[src/rtl/mainfsm_param_if.sv]
// Instruction-level control bus between the multicycle controller and its datapath.
// The datapath (or a bench) drives the decode fields and the memory ready; the controller drives the strobes.
interface mainfsm_param_if;
  logic [1:0] Op;
  logic [5:0] Funct;
  logic       long;
  logic       mem_ready;
  logic       NextPC;
  logic       Branch;
  logic       MemW;
  logic       RegW;
  logic       IRWrite;
  logic       AdrSrc;
  logic       ALUOp;
  logic       lmulFlag;
  logic       FpuW;
  logic [1:0] ResultSrc;
  logic [1:0] ALUSrcA;
  logic [1:0] ALUSrcB;
  logic [3:0] state_o;
  logic       illegal_op;
  logic       fpu_busy;

  modport master (
    output Op, Funct, long, mem_ready,
    input  NextPC, Branch, MemW, RegW, IRWrite, AdrSrc, ALUOp, lmulFlag, FpuW,
    input  ResultSrc, ALUSrcA, ALUSrcB, state_o, illegal_op, fpu_busy
  );

  modport slave (
    input  Op, Funct, long, mem_ready,
    output NextPC, Branch, MemW, RegW, IRWrite, AdrSrc, ALUOp, lmulFlag, FpuW,
    output ResultSrc, ALUSrcA, ALUSrcB, state_o, illegal_op, fpu_busy
  );
endinterface

[src/rtl/mainfsm_param.sv]
// Multicycle main controller: fetch/decode/execute FSM with optional memory handshake,
// multi-cycle FPU execute and long-multiply writeback. Control strobes decode from the state register.
module mainfsm_param #(
  parameter bit          MEM_HS  = 1'b0,
  parameter int unsigned FPU_LAT = 4,
  parameter bit          LMUL_EN = 1'b1
) (
  input logic           clk,
  input logic           reset,
  mainfsm_param_if.slave bus
);

  typedef enum logic [3:0] {
    FETCH    = 4'd0,
    DECODE   = 4'd1,
    MEMADR   = 4'd2,
    MEMRD    = 4'd3,
    MEMWB    = 4'd4,
    MEMWR    = 4'd5,
    EXECUTER = 4'd6,
    EXECUTEI = 4'd7,
    ALUWB    = 4'd8,
    BRANCH   = 4'd9,
    UNKNOWN  = 4'd10,
    EXECUTEF = 4'd11,
    FPUWB    = 4'd12,
    ALUWB2   = 4'd13
  } state_e;

  localparam logic [3:0] FPU_LOAD = 4'(FPU_LAT - 1);

  logic [3:0]  state_q, state_d;
  logic [3:0]  cnt_q, cnt_d;
  logic        illegal_q;
  logic        mem_go;
  logic        long_go;
  logic [14:0] ctrl;
  logic        unused_funct;

  // Without the handshake, memory states always complete in one cycle.
  assign mem_go       = !MEM_HS || bus.mem_ready;
  assign long_go      = LMUL_EN && bus.long;
  assign unused_funct = ^bus.Funct[4:1];

  always_comb begin
    state_d = FETCH;
    cnt_d   = cnt_q;
    case (state_q)
      FETCH:  state_d = mem_go ? DECODE : FETCH;
      DECODE: begin
        case (bus.Op)
          2'b00:   state_d = bus.Funct[5] ? EXECUTEI : EXECUTER;
          2'b01:   state_d = MEMADR;
          2'b10:   state_d = BRANCH;
          default: begin
            state_d = EXECUTEF;
            cnt_d   = FPU_LOAD;
          end
        endcase
      end
      MEMADR:             state_d = bus.Funct[0] ? MEMRD : MEMWR;
      MEMRD:              state_d = mem_go ? MEMWB : MEMRD;
      MEMWR:              state_d = mem_go ? FETCH : MEMWR;
      EXECUTER, EXECUTEI: state_d = long_go ? ALUWB2 : ALUWB;
      EXECUTEF: begin
        if (cnt_q == 4'd0) begin
          state_d = FPUWB;
        end else begin
          state_d = EXECUTEF;
          cnt_d   = cnt_q - 4'd1;
        end
      end
      default:            state_d = FETCH;
    endcase
  end

  always_ff @(posedge clk) begin
    if (reset) begin
      state_q   <= FETCH;
      cnt_q     <= 4'd0;
      illegal_q <= 1'b0;
    end else begin
      state_q   <= state_d;
      cnt_q     <= cnt_d;
      // UNKNOWN is only reachable by an upset of the state register, so latch on either side of it.
      illegal_q <= illegal_q || (state_d == UNKNOWN) || (state_q == UNKNOWN);
    end
  end

  // Field order: NextPC Branch MemW RegW IRWrite AdrSrc ResultSrc ALUSrcA ALUSrcB ALUOp lmulFlag FpuW
  always_comb begin
    ctrl = 15'd0;
    case (state_q)
      FETCH:    ctrl = {mem_go, 3'b000, mem_go, 1'b0, 2'b10, 2'b01, 2'b10, 3'b000};
      DECODE:   ctrl = 15'b000000_10_01_10_000;
      EXECUTER: ctrl = 15'b000000_00_00_00_100;
      EXECUTEI: ctrl = 15'b000000_00_00_01_100;
      ALUWB:    ctrl = 15'b000100_00_00_00_000;
      ALUWB2:   ctrl = 15'b000100_00_00_00_010;
      MEMADR:   ctrl = 15'b000000_00_00_01_000;
      MEMRD:    ctrl = 15'b000001_00_00_00_000;
      MEMWR:    ctrl = 15'b001001_00_00_00_000;
      MEMWB:    ctrl = 15'b000100_01_00_00_000;
      BRANCH:   ctrl = 15'b010000_10_00_01_000;
      FPUWB:    ctrl = 15'b000000_00_00_00_001;
      default:  ctrl = 15'd0;
    endcase
  end

  assign {bus.NextPC, bus.Branch, bus.MemW, bus.RegW, bus.IRWrite, bus.AdrSrc,
          bus.ResultSrc, bus.ALUSrcA, bus.ALUSrcB, bus.ALUOp, bus.lmulFlag, bus.FpuW} = ctrl;

  assign bus.state_o    = state_q;
  assign bus.illegal_op = illegal_q;
  assign bus.fpu_busy   = (state_q == EXECUTEF);

endmodule
[src/flat_wrapper.sv]
// flat-port wrapper written by rule: the top's interface ports become plain ports
module mainfsm_param_flat 
#(
  parameter bit          MEM_HS  = 1'b0,
  parameter int unsigned FPU_LAT = 4,
  parameter bit          LMUL_EN = 1'b1
)
  (clk, reset, bus_Op, bus_Funct, bus_long, bus_mem_ready, bus_NextPC, bus_Branch, bus_MemW, bus_RegW, bus_IRWrite, bus_AdrSrc, bus_ALUOp, bus_lmulFlag, bus_FpuW, bus_ResultSrc, bus_ALUSrcA, bus_ALUSrcB, bus_state_o, bus_illegal_op, bus_fpu_busy);
  mainfsm_param_if bus_i ();
  input logic clk;
  input logic reset;
  input wire logic [$bits(bus_i.Op)-1:0] bus_Op;
  input wire logic [$bits(bus_i.Funct)-1:0] bus_Funct;
  input wire logic [$bits(bus_i.long)-1:0] bus_long;
  input wire logic [$bits(bus_i.mem_ready)-1:0] bus_mem_ready;
  output wire logic [$bits(bus_i.NextPC)-1:0] bus_NextPC;
  output wire logic [$bits(bus_i.Branch)-1:0] bus_Branch;
  output wire logic [$bits(bus_i.MemW)-1:0] bus_MemW;
  output wire logic [$bits(bus_i.RegW)-1:0] bus_RegW;
  output wire logic [$bits(bus_i.IRWrite)-1:0] bus_IRWrite;
  output wire logic [$bits(bus_i.AdrSrc)-1:0] bus_AdrSrc;
  output wire logic [$bits(bus_i.ALUOp)-1:0] bus_ALUOp;
  output wire logic [$bits(bus_i.lmulFlag)-1:0] bus_lmulFlag;
  output wire logic [$bits(bus_i.FpuW)-1:0] bus_FpuW;
  output wire logic [$bits(bus_i.ResultSrc)-1:0] bus_ResultSrc;
  output wire logic [$bits(bus_i.ALUSrcA)-1:0] bus_ALUSrcA;
  output wire logic [$bits(bus_i.ALUSrcB)-1:0] bus_ALUSrcB;
  output wire logic [$bits(bus_i.state_o)-1:0] bus_state_o;
  output wire logic [$bits(bus_i.illegal_op)-1:0] bus_illegal_op;
  output wire logic [$bits(bus_i.fpu_busy)-1:0] bus_fpu_busy;
  assign bus_i.Op = bus_Op;
  assign bus_i.Funct = bus_Funct;
  assign bus_i.long = bus_long;
  assign bus_i.mem_ready = bus_mem_ready;
  assign bus_NextPC = bus_i.NextPC;
  assign bus_Branch = bus_i.Branch;
  assign bus_MemW = bus_i.MemW;
  assign bus_RegW = bus_i.RegW;
  assign bus_IRWrite = bus_i.IRWrite;
  assign bus_AdrSrc = bus_i.AdrSrc;
  assign bus_ALUOp = bus_i.ALUOp;
  assign bus_lmulFlag = bus_i.lmulFlag;
  assign bus_FpuW = bus_i.FpuW;
  assign bus_ResultSrc = bus_i.ResultSrc;
  assign bus_ALUSrcA = bus_i.ALUSrcA;
  assign bus_ALUSrcB = bus_i.ALUSrcB;
  assign bus_state_o = bus_i.state_o;
  assign bus_illegal_op = bus_i.illegal_op;
  assign bus_fpu_busy = bus_i.fpu_busy;
  mainfsm_param #(.MEM_HS(MEM_HS), .FPU_LAT(FPU_LAT), .LMUL_EN(LMUL_EN)) u_core (.clk(clk), .reset(reset), .bus(bus_i));
endmodule
[config.mk]
export PLATFORM = sky130hd
export DESIGN_NAME = mainfsm_param_flat
export DESIGN_NICKNAME = d
export VERILOG_FILES = /design/src/rtl/mainfsm_param_if.sv /design/src/rtl/mainfsm_param.sv /design/src/flat_wrapper.sv
export SDC_FILE = /design/constraint.sdc
export NUM_CORES = 1
export LEC_CHECK = 0
export ABC_AREA = 1
export CAP_MARGIN = 20
export CORE_UTILIZATION = 25
export CTS_CLUSTER_DIAMETER = 150
export DETAILED_ROUTE_END_ITERATION = 10
export GPL_TIMING_DRIVEN = 0
export SYNTH_ARGS = -nofsm -noshare
export SYNTH_HDL_FRONTEND = slang
export SYNTH_SLANG_ARGS = --single-unit
[constraint.sdc]
create_clock -name clk -period 1.3 [get_ports clk]
set_input_delay 0.195 -clock clk [delete_from_list [all_inputs] [get_ports clk]]
set_output_delay 0.195 -clock clk [all_outputs]
set_load 0.02 [all_outputs]
==> metrics.md <==
| Metric | Value |
|---|---|
| Worst Hold Class | in -> reg |
| First-pass GRT wire length | 4.39 mm |
| Clock Skew | 0.00291 ns |
| Hold Worst Slack | around 0.44 ns |
| Hold-fix buffer count after cts | 0 |
| Int Pwr | approximately 1200 uW |
| Logic pwr share | a little over a third |
| Final Cycle Share | 111% |
| Worst setup EP type | flop |
| Final wirelength | around 2.5 mm |
| RSZ-0062 raised after global routing | true |
| Yosys reg bits | 21 |
| Pleak | 0.000801 uW |
| FP Rows | 21 |
| Setup-failing EPs final | 15 |
| Netlist cell types | 24 |
| Hold Path Cell Cnt | 2 |
| Core ar. | ~3500 sq um |
| Worst r2r src | u_core.bus.state_o[1] |
| Synth async-reset ratio | 0% |
| Initial antenna violation count | 0 |
| Drt initial violations | 35 |
| Final min period | between 1 and 1.5 ns |
| Layout Nets | ~190 |
| Diode count | 0 |
| Post-synthesis average cell area | 7.46 sq um |
| Cell Area, Synth | ~940 sq um |
| H-tree depth | 1 |
| Via count | approximately 1000 |
| Max Cap Violations | 0 |
| # IOs | 33 |
| Gpl congestion | 0.813 |
| Clk pwr share | 22.9% |
| YS warnings | 0 |
| Share of cells above drive strength 1 | a little over two fifths |
| RR Endpoint | u_core.ctrl[8] |
| WS Path Type | reg -> reg |
| Total track usage | between 10% and 20% |
| Peak fanout along the critical path | 6 |
| Reg2Reg Depth | 8 |
| WP data required | 1.49 ns |
| PD cells | between 1000 and 1500 nW/um^2 |
| DR WL/cell | 11.7 um |
| Largest net degree at the start of global routing | 13 |
| IO Port Bufs | 26 |
| Worst R2R Setup Slack | -0.15 ns |
| Final hold vios | 0 |
| Initial Util | a little over a quarter |
| Via density | ~4.6 |
| Worst setup margin | -0.147 ns |
| Critical Path Source Type | flop |
| Area growth from synthesis to layout | 71.9% |
| Placed insts | approximately 200 |
| Post-route ant nets | 0 |
| Design area | 1620 sq um |
| Die area | around 4000 sq um |
| Die Y | around 63 um |
| Detailed Routing Iterations Pass 1 | 4 |
| Clock transition at path regs | about 0.07 ns |
| CTS buffer count | 3 |
| Fill count | roughly 330 |
| Switching power | approximately 660 uW |
| Clock latency on the worst-skew pair | between 0.2 and 0.3 ns |
| Post-DP HPWL | 1.64 mm |
| Finished Core Util | between 40% and 50% |
| Global route overflow | 0 |
| Slew Viols, Final | 0 |
| CP arrival | between 1.5 and 2 ns |
| Die extent in x | between 60 and 70 um |
| Vias in the first global route | approximately 1000 |
| DRC viols | 0 |
| CTS tree | done |
| Sw frac | between 30% and 40% |
| Clk buf depth | 2 |
| Outcome | finished with violations |
| Ys flop type | dfxtp_1 |
| Post-synth EDFFs | 0 |
| VDD IR max | roughly 0.00035 V |
| Cells after Synth | 126 |
| Min-delay src | reset |
| Clock sinks | 21 |
| Root Driver | clkbuf_8 |
| Setup_tns | -1.51 ns |
| Final Non-Filler Cells | between 200 and 250 |
| Sequential area share after synthesis | between 40% and 50% |
| Syn nets | around 140 |
| Post-placement cell area | 1280 sq um |
| Hold EP | u_core.cnt_q[0] |
| Failing checks | setup timing |
| Fmax | just under 0.7 GHz |
| Sequential power share | between 40% and 50% |
==> logic make-up (layout without fill, tap and decap cells) <==
| family | after synthesis | after routing | synth area share [%] |
|---|---|---|---|
| buffers and inverters | 23 | 68 | 10.4 |
| other | 1 | 1 | 0.399 |
| AOI/OAI and AO/OA | 12 | 12 | 7.19 |
| DFF | 21 | 21 | 44.7 |
| and+or+nand+nor | 68 | 68 | 36.0 |
| adders and majority gates | 1 | 1 | 1.33 |
==> layout by cell type (no fill, tap or decap), drive strengths merged <==
master         count
nand2             28
dlygate4sd2       19
clkdlybuf4s50      5
nor2              18
a31oi              2
a21oi              3
clkbuf             3
conb               1
nor3               4
o21ai              5
dfxtp             21
inv               20
clkinv             1
clkdlybuf4s15      1
buf               19
o21a               1
nand3             13
ha                 1
o211ai             1
nand4              5
==> metrics by stage <==
stage	setup slack, ns	total power [uW]
floorplan	-0.0635	1090
global placement	-0.297	1280
detailed placement	-0.313	1290
CTS	-0.0905	1830
global route	-0.280	1980
finish	-0.147	1870
==> per-layer routing <==
metal / track usage [%] / wire, um
met1: 15.5 / 1090
met2: 24.7 / 1260
met4: 7.67 / 70
met5: 0 / 0
met3: 1.99 / 120
==> area by class of cell <==
| cell class | instances | area (sq um) | area share, % |
|---|---|---|---|
| sequential | 21 | 435 | 27.0 |
| tap | 46 | 57.6 | 3.56 |
| multi-input combinational | 82 | 596 | 36.9 |
| timing repair buffer | 41 | 378 | 23.4 |
| buffer | 3 | 22.5 | 1.39 |
| clock inverter | 1 | 5.00 | 0.310 |
| clock buffer | 3 | 41.3 | 2.56 |
| inverter | 20 | 80.1 | 4.96 |
==> Yosys cell counts (3+ instances only) <==
library cell | n | area [sq um]
a21oi_1 | 3 | 15.0
buf_4 | 3 | 22.5
dfxtp_1 | 21 | 420
inv_1 | 18 | 67.6
nand2_1 | 25 | 93.8
nand3_1 | 11 | 55.1
nand4_1 | 4 | 25.0
nor2_1 | 14 | 52.6
nor2_2 | 3 | 18.8
nor3_1 | 3 | 15.0
o21ai_0 | 4 | 20.0
==> worst max-delay path, stage by stage, from the launching register on <==
cell     delay [ns]
dfxtp_4        0.37
buf_4          0.14
nor3_2         0.20
nand2_1        0.13
nand2_2        0.11
nor2_4         0.06
nor3_4         0.17
nand2_2        0.11
o21ai_0        0.08
==> power by group through the flow <==
stage / Combinational [uW] / Clock (uW) / Sequential (uW)
after floorplan: 257 / 0 / 830
final: 686 / 428 / 757
after CTS: 636 / 440 / 756
after detailed placement: 516 / 0 / 772
after global placement: 511 / 0 / 770
after global routing: 744 / 473 / 765
==> sequential cells by signal (all words and copies together), names as in the netlist <==
name,count
u_core.bus.illegal_op,1
u_core.cnt_q,4
u_core.ctrl,12
u_core.bus.state_o,4
==> what timing repair did <==
action                                  CTS  global route
setup buffers                            12             3
resized for setup                        62            14
pin swaps                                 6             6
endpoints found under the setup margin   36            20
==> how the worst max path moves through the flow <==
stage | from | to | slack (ns) | depth (start not counted)
final | u_core.bus.state_o[1] | u_core.ctrl[8] | -0.15 | 8
after global routing | u_core.bus.state_o[1] | u_core.ctrl[8] | -0.28 | 8
after CTS | u_core.bus.state_o[2] | u_core.ctrl[8] | -0.09 | 10
after detailed placement | reset | u_core.ctrl[11] | -0.31 | 8
after global placement | reset | u_core.ctrl[11] | -0.30 | 8
after floorplan | u_core.bus.state_o[2] | u_core.ctrl[11] | -0.06 | 10
No activity file was read; power rests on OpenSTA's default activity.
